==> src/rtl/key_step_pkg.sv <==
// Shared types and default parameter values for the key step controller.
// FSM encoding plus debounce / auto-repeat timing defaults.
package key_step_pkg;

    typedef enum logic [1:0] {
        IDLE         = 2'd0,
        PRESS_WAIT   = 2'd1,
        HELD         = 2'd2,
        RELEASE_WAIT = 2'd3
    } state_t;

    localparam int DEF_DEBOUNCE_CYCLES = 500000;
    localparam int DEF_REPEAT_DELAY    = 25000000;
    localparam int DEF_REPEAT_PERIOD   = 10000000;

    function automatic int max2(input int a, input int b);
        return (a > b) ? a : b;
    endfunction

endpackage

==> src/rtl/sync2.sv <==
// Parameterized-width two-flop synchronizer with a selectable reset value.
// Used for the raw key and the step-mode switch code.
module sync2 #(
    parameter int               WIDTH   = 1,
    parameter logic [WIDTH-1:0] RST_VAL = '0
) (
    input  logic             clk,
    input  logic             rst,
    input  logic [WIDTH-1:0] d,
    output logic [WIDTH-1:0] q
);

    logic [WIDTH-1:0] meta;

    // Two-stage resync into the clk domain.
    always_ff @(posedge clk) begin
        if (rst) begin
            meta <= RST_VAL;
            q    <= RST_VAL;
        end else begin
            meta <= d;
            q    <= meta;
        end
    end

endmodule

==> src/rtl/key_step_ctrl.sv <==
// Debounced pushbutton to one-cycle step strobe with captured mode code.
// Optional auto-repeat while held: define KEY_STEP_AUTOREPEAT_EN.
module key_step_ctrl
    import key_step_pkg::*;
#(
    parameter int DEBOUNCE_CYCLES = DEF_DEBOUNCE_CYCLES,
    parameter int REPEAT_DELAY    = DEF_REPEAT_DELAY,
    parameter int REPEAT_PERIOD   = DEF_REPEAT_PERIOD
) (
    input  logic       Clock,
    input  logic       Reset,
    input  logic       key_n,
    input  logic [1:0] w_in,
    output logic       step,
    output logic [1:0] w_out,
    output logic       held
);

    localparam int CW = $clog2(DEBOUNCE_CYCLES);
    localparam logic [CW-1:0] CNT_MAX = CW'(DEBOUNCE_CYCLES - 1);

    if (DEBOUNCE_CYCLES < 2 || REPEAT_DELAY < 1 || REPEAT_PERIOD < 1)
    begin : g_bad_param
        $error("key_step_ctrl: illegal timing parameter");
    end

    state_t        state;
    state_t        state_next;
    logic [CW-1:0] cnt;
    logic [CW-1:0] cnt_next;
    logic          key_sync;
    logic          key_s;
    logic [1:0]    w_sync;
    logic          press_step;
    logic          any_step;

    sync2 #(.WIDTH(1), .RST_VAL(1'b1)) u_key_sync (
        .clk (Clock),
        .rst (Reset),
        .d   (key_n),
        .q   (key_sync)
    );

    sync2 #(.WIDTH(2), .RST_VAL(2'b00)) u_w_sync (
        .clk (Clock),
        .rst (Reset),
        .d   (w_in),
        .q   (w_sync)
    );

    assign key_s = ~key_sync;
    assign held  = (state == HELD) || (state == RELEASE_WAIT);

    // Debounce FSM: next state, shared counter and press strobe request.
    always_comb begin
        state_next = state;
        cnt_next   = cnt;
        press_step = 1'b0;
        case (state)
            IDLE: begin
                if (key_s) begin
                    state_next = PRESS_WAIT;
                    cnt_next   = '0;
                end
            end
            PRESS_WAIT: begin
                if (!key_s) begin
                    state_next = IDLE;
                end else if (cnt == CNT_MAX) begin
                    state_next = HELD;
                    press_step = 1'b1;
                end else begin
                    cnt_next = cnt + CW'(1);
                end
            end
            HELD: begin
                if (!key_s) begin
                    state_next = RELEASE_WAIT;
                    cnt_next   = '0;
                end
            end
            RELEASE_WAIT: begin
                if (key_s) begin
                    state_next = HELD;
                end else if (cnt == CNT_MAX) begin
                    state_next = IDLE;
                end else begin
                    cnt_next = cnt + CW'(1);
                end
            end
            default: state_next = IDLE;
        endcase
    end

`ifdef KEY_STEP_AUTOREPEAT_EN
    localparam int RCW = $clog2(max2(REPEAT_DELAY, REPEAT_PERIOD) + 1);
    localparam logic [RCW-1:0] FIRST_LIM = RCW'(REPEAT_DELAY - 1);
    localparam logic [RCW-1:0] NEXT_LIM  = RCW'(REPEAT_PERIOD - 1);

    logic [RCW-1:0] rcnt;
    logic           rfirst;
    logic [RCW-1:0] rlim;
    logic           rep_step;

    assign rlim     = rfirst ? FIRST_LIM : NEXT_LIM;
    assign rep_step = (state == HELD) && (rcnt == rlim);
    assign any_step = press_step | rep_step;

    // Repeat timer: runs across release bounce, fires only in HELD.
    always_ff @(posedge Clock) begin
        if (Reset || state == IDLE || state == PRESS_WAIT) begin
            rcnt   <= '0;
            rfirst <= 1'b1;
        end else if (rep_step) begin
            rcnt   <= '0;
            rfirst <= 1'b0;
        end else if (rcnt != rlim) begin
            rcnt <= rcnt + RCW'(1);
        end
    end
`else
    assign any_step = press_step;
`endif

    // State register, strobe and mode capture.
    always_ff @(posedge Clock) begin
        if (Reset) begin
            state <= IDLE;
            cnt   <= '0;
            step  <= 1'b0;
            w_out <= 2'b00;
        end else begin
            state <= state_next;
            cnt   <= cnt_next;
            step  <= any_step;
            if (any_step) begin
                w_out <= w_sync;
            end
        end
    end

endmodule
==> config.mk <==
export PLATFORM = sky130hd
export DESIGN_NAME = key_step_ctrl
export DESIGN_NICKNAME = d
export VERILOG_FILES = /design/src/rtl/key_step_pkg.sv /design/src/rtl/sync2.sv /design/src/rtl/key_step_ctrl.sv
export SDC_FILE = /design/constraint.sdc
export NUM_CORES = 1
export LEC_CHECK = 0
export BUFFER_PORTS_ARGS = -buffer_cell sky130_fd_sc_hd__buf_2
export CAP_MARGIN = 10
export CORE_UTILIZATION = 50
export DETAILED_ROUTE_END_ITERATION = 16
export GPL_TIMING_DRIVEN = 1
export PLACE_DENSITY_LB_ADDON = 0.3
export SYNTH_ARGS = -nofsm -noshare
export SYNTH_HDL_FRONTEND = slang
export SYNTH_SLANG_ARGS = --single-unit
==> constraint.sdc <==
create_clock -name Clock -period 1.89 [get_ports Clock]
set_input_delay 0.2835 -clock Clock [delete_from_list [all_inputs] [get_ports Clock]]
set_output_delay 0.2835 -clock Clock [all_outputs]
set_load 0.01 [all_outputs]
==> impl_metrics.tcl <==
set metrics [dict create \
    drt_iter0_markers 28 \
    fin_crit_sh 0.9527 \
    slew_violations 0 \
    layout_min_cycle_time_ps 1801 \
    die_h_um 54.16 \
    synth_enable_flop_cells 0 \
    die_x_um 54.16 \
    cp_data_required_time_ps 2150 \
    gp_congestion 0.8109 \
    start_util 0.5392 \
    numClockSinks 30 \
    drive_above_1_share 0.2410 \
    layout_common_cells "dfxtp_1, nand2_1, a21oi_1, or4_1, buf_4" \
    rrSetupSlack_ps 90 \
    grt_max_degree 24 \
    hold_buffers 0 \
    setup_viol 0 \
    path_clk_slew_ps 80 \
    synthTopCellsByArea "dfxtp_1, or4_1, a21oi_1" \
    via_count 1164 \
    cts_tree "done" \
    dp_slack_ps 67.09 \
    hold_path_depth 2 \
    overflow 0 \
    drtAntennaViolNets 0 \
    reg2reg_to "cnt[11]" \
    area_delta_synth_final_pct 15.18 \
    p_per_area_mw_per_mm2 685.2 \
    num-nets-final 171 \
    yosysSeqAreaShare 0.4416 \
    timing.rr.start "cnt[0]" \
    synth_nets 152 \
    cp-start-kind "flop" \
    htreeDepth 2 \
    worstHoldPathType "in2reg" \
    layout_setup_ws_ps 89.34 \
    netlist_instances 146 \
    syn_area_mm2 0.001360 \
    synth.ff_latch_count 30 \
    path_class "reg2reg" \
    vias_per_cell 5.939 \
    wire_per_inst_um 14.33 \
    routed_wl_um 2808 \
    tightest_slew_ps 596.3 \
    finalSetupTns_ps 0 \
    grt_setup_unrepaired "no" \
    core_mm2 0.002522 \
    cts-buffers-inserted 5 \
    p_leak_nw 0.5575 \
    holdWs_ps 146.1 \
    hpwlAfterDp_um 1972 \
    antenna_found_initial 0 \
    yosys_warnings 0 \
    grt_pass1_wl_um 4485 \
    hold_end "u_key_sync.meta" \
    worstSetupEndpointType "flop" \
    worstPathMaxFanout 23 \
    remaining_drc_errors 0 \
    num-fill-cells 212 \
    yosysUniqueCellTypes 37 \
    synth_area_leader_cell "dfxtp_1" \
    reg2reg_depth 7 \
    status "completed" \
    synth.avg_cell_area_um2 9.315 \
    fin_skew_ps 5.445 \
    peakVddDrop_uv 643.0 \
    total_power_mw 1.073 \
    grt_util_all_layers 0.2186 \
    clock_path_buffers 2 \
    grt_pass1_vias 1045 \
    ys.flop_type "dfxtp_1" \
    io_buffers 8 \
    cap_viol_max_count 0 \
    hold_viol 0 \
    max_freq_mhz 555.4 \
    arrival_ps 2060 \
    firstDrtPassIters 4 \
    synthArstFlopShare 0 \
    layout_commonest_cell "dfxtp_1" \
    worstHoldStart "key_n" \
    fp.dieArea_mm2 0.002933 \
    diodes 0 \
    core.rowCount 18 \
    slew-limit-headroom 0.6025 \
    ioPinCount 9 \
    synth_top_area_frac 0.4416 \
    cts_root_buf "clkbuf_4" \
    insertion_delay_ps 320 \
]
[worst max-delay path: stages (launching register included)]
cell	delay, ps
dfxtp_1	340
ha_1	210
and2_4	170
nand3_2	80
o21ai_2	80
buf_12	170
or4_1	540
a21oi_2	150
[per-stage QoR]
| stage | cells | utilization | area [um^2] |
|---|---|---|---|
| final | 196 | 0.6210 | 1567 |
| after global routing | 196 | 0.6210 | 1567 |
| after CTS | 193 | 0.6057 | 1528 |
| after detailed placement | 185 | 0.5818 | 1468 |
| after global placement | 185 | 0.5818 | 1468 |
| after floorplan | 146 | - | 1360 |
[Yosys cell counts, types with 2 or more instances]
master	count
a21oi_1	14
or3_1	5
dfxtp_1	30
nand2_1	12
o21ai_1	2
o21a_1	2
nor2_1	5
inv_1	5
nor2b_1	5
mux2i_1	2
o211ai_1	5
o31ai_1	8
xor2_1	2
nand4_2	3
nand4_1	3
or4_1	12
nor4bb_1	2
nand3_1	4
buf_6	2
o2111ai_1	2
or2_2	2
clkbuf_1	4
[layout make-up]
class / instances / area (um^2) / share of cell area
Clock buffer: 7 / 55.05 / 0.03514
Sequential cell: 30 / 600.6 / 0.3834
Inverter: 5 / 18.77 / 0.01198
Clock inverter: 1 / 5.005 / 0.003195
Multi-Input combinational cell: 104 / 714.4 / 0.4561
Tap cell: 30 / 37.54 / 0.02396
Timing Repair Buffer: 19 / 135.1 / 0.08626
[state kept, by name, summed over array words and instances, names as in the netlist, named ones only]
name and flops:
step 1, w_out 2, u_key_sync.meta 1, cnt 19, state 1, u_key_sync.q 1, u_w_sync.meta 2, u_w_sync.q 2
[worst max path at each step]
stage          startpoint        to  slack [ps]  cells past startpoint
6_report           cnt[0]   cnt[11]          90                      7
5_1_grt            cnt[0]   cnt[11]           5                      7
4_1_cts            cnt[8]  w_out[1]          50                      6
3_5_place_dp       cnt[8]  w_out[1]          70                      6
3_3_place_gp       cnt[0]   cnt[11]         150                      7
2_1_floorplan      cnt[0]   cnt[15]          70                      8
[routing by layer]
layer	global-route usage	vias up	routed length, um
met5	0	-	0
met4	0.1496	0	74
met3	0.05932	11	101
met2	0.3211	23	1265
met1	0.2736	543	1366
li1	-	587	-
[power by group]
part | internal, mW | leakage, nW | switching, mW | total [mW]
registers | 0.638 | 0.243 | 0.00323 | 0.641
clock network | 0.180 | 0.0353 | 0.210 | 0.390
logic | 0.0163 | 0.279 | 0.0261 | 0.0424
total | 0.834 | 0.558 | 0.239 | 1.07
[repair_timing]
| item | CTS | global route |
|---|---|---|
| setup buffers | 0 | 3 |
| hold endpoints to repair | 0 | 0 |
| endpoints found under the setup margin | 0 | 13 |
| gates resized for setup | 0 | 4 |
[kinds of logic after synthesis]
family                   Yosys count  share of synthesized area
AO/OA/AOI/OAI                     37                     0.1766
flip-flops                        30                     0.4416
AND/OR/NAND/NOR                   61                     0.2880
buffers and inverters             12                    0.04507
adder cells (fa/ha/maj)            1                   0.009198
XOR/XNOR                           3                    0.02484
multiplexers                       2                    0.01472
No activity file was read; power rests on OpenSTA's default activity.
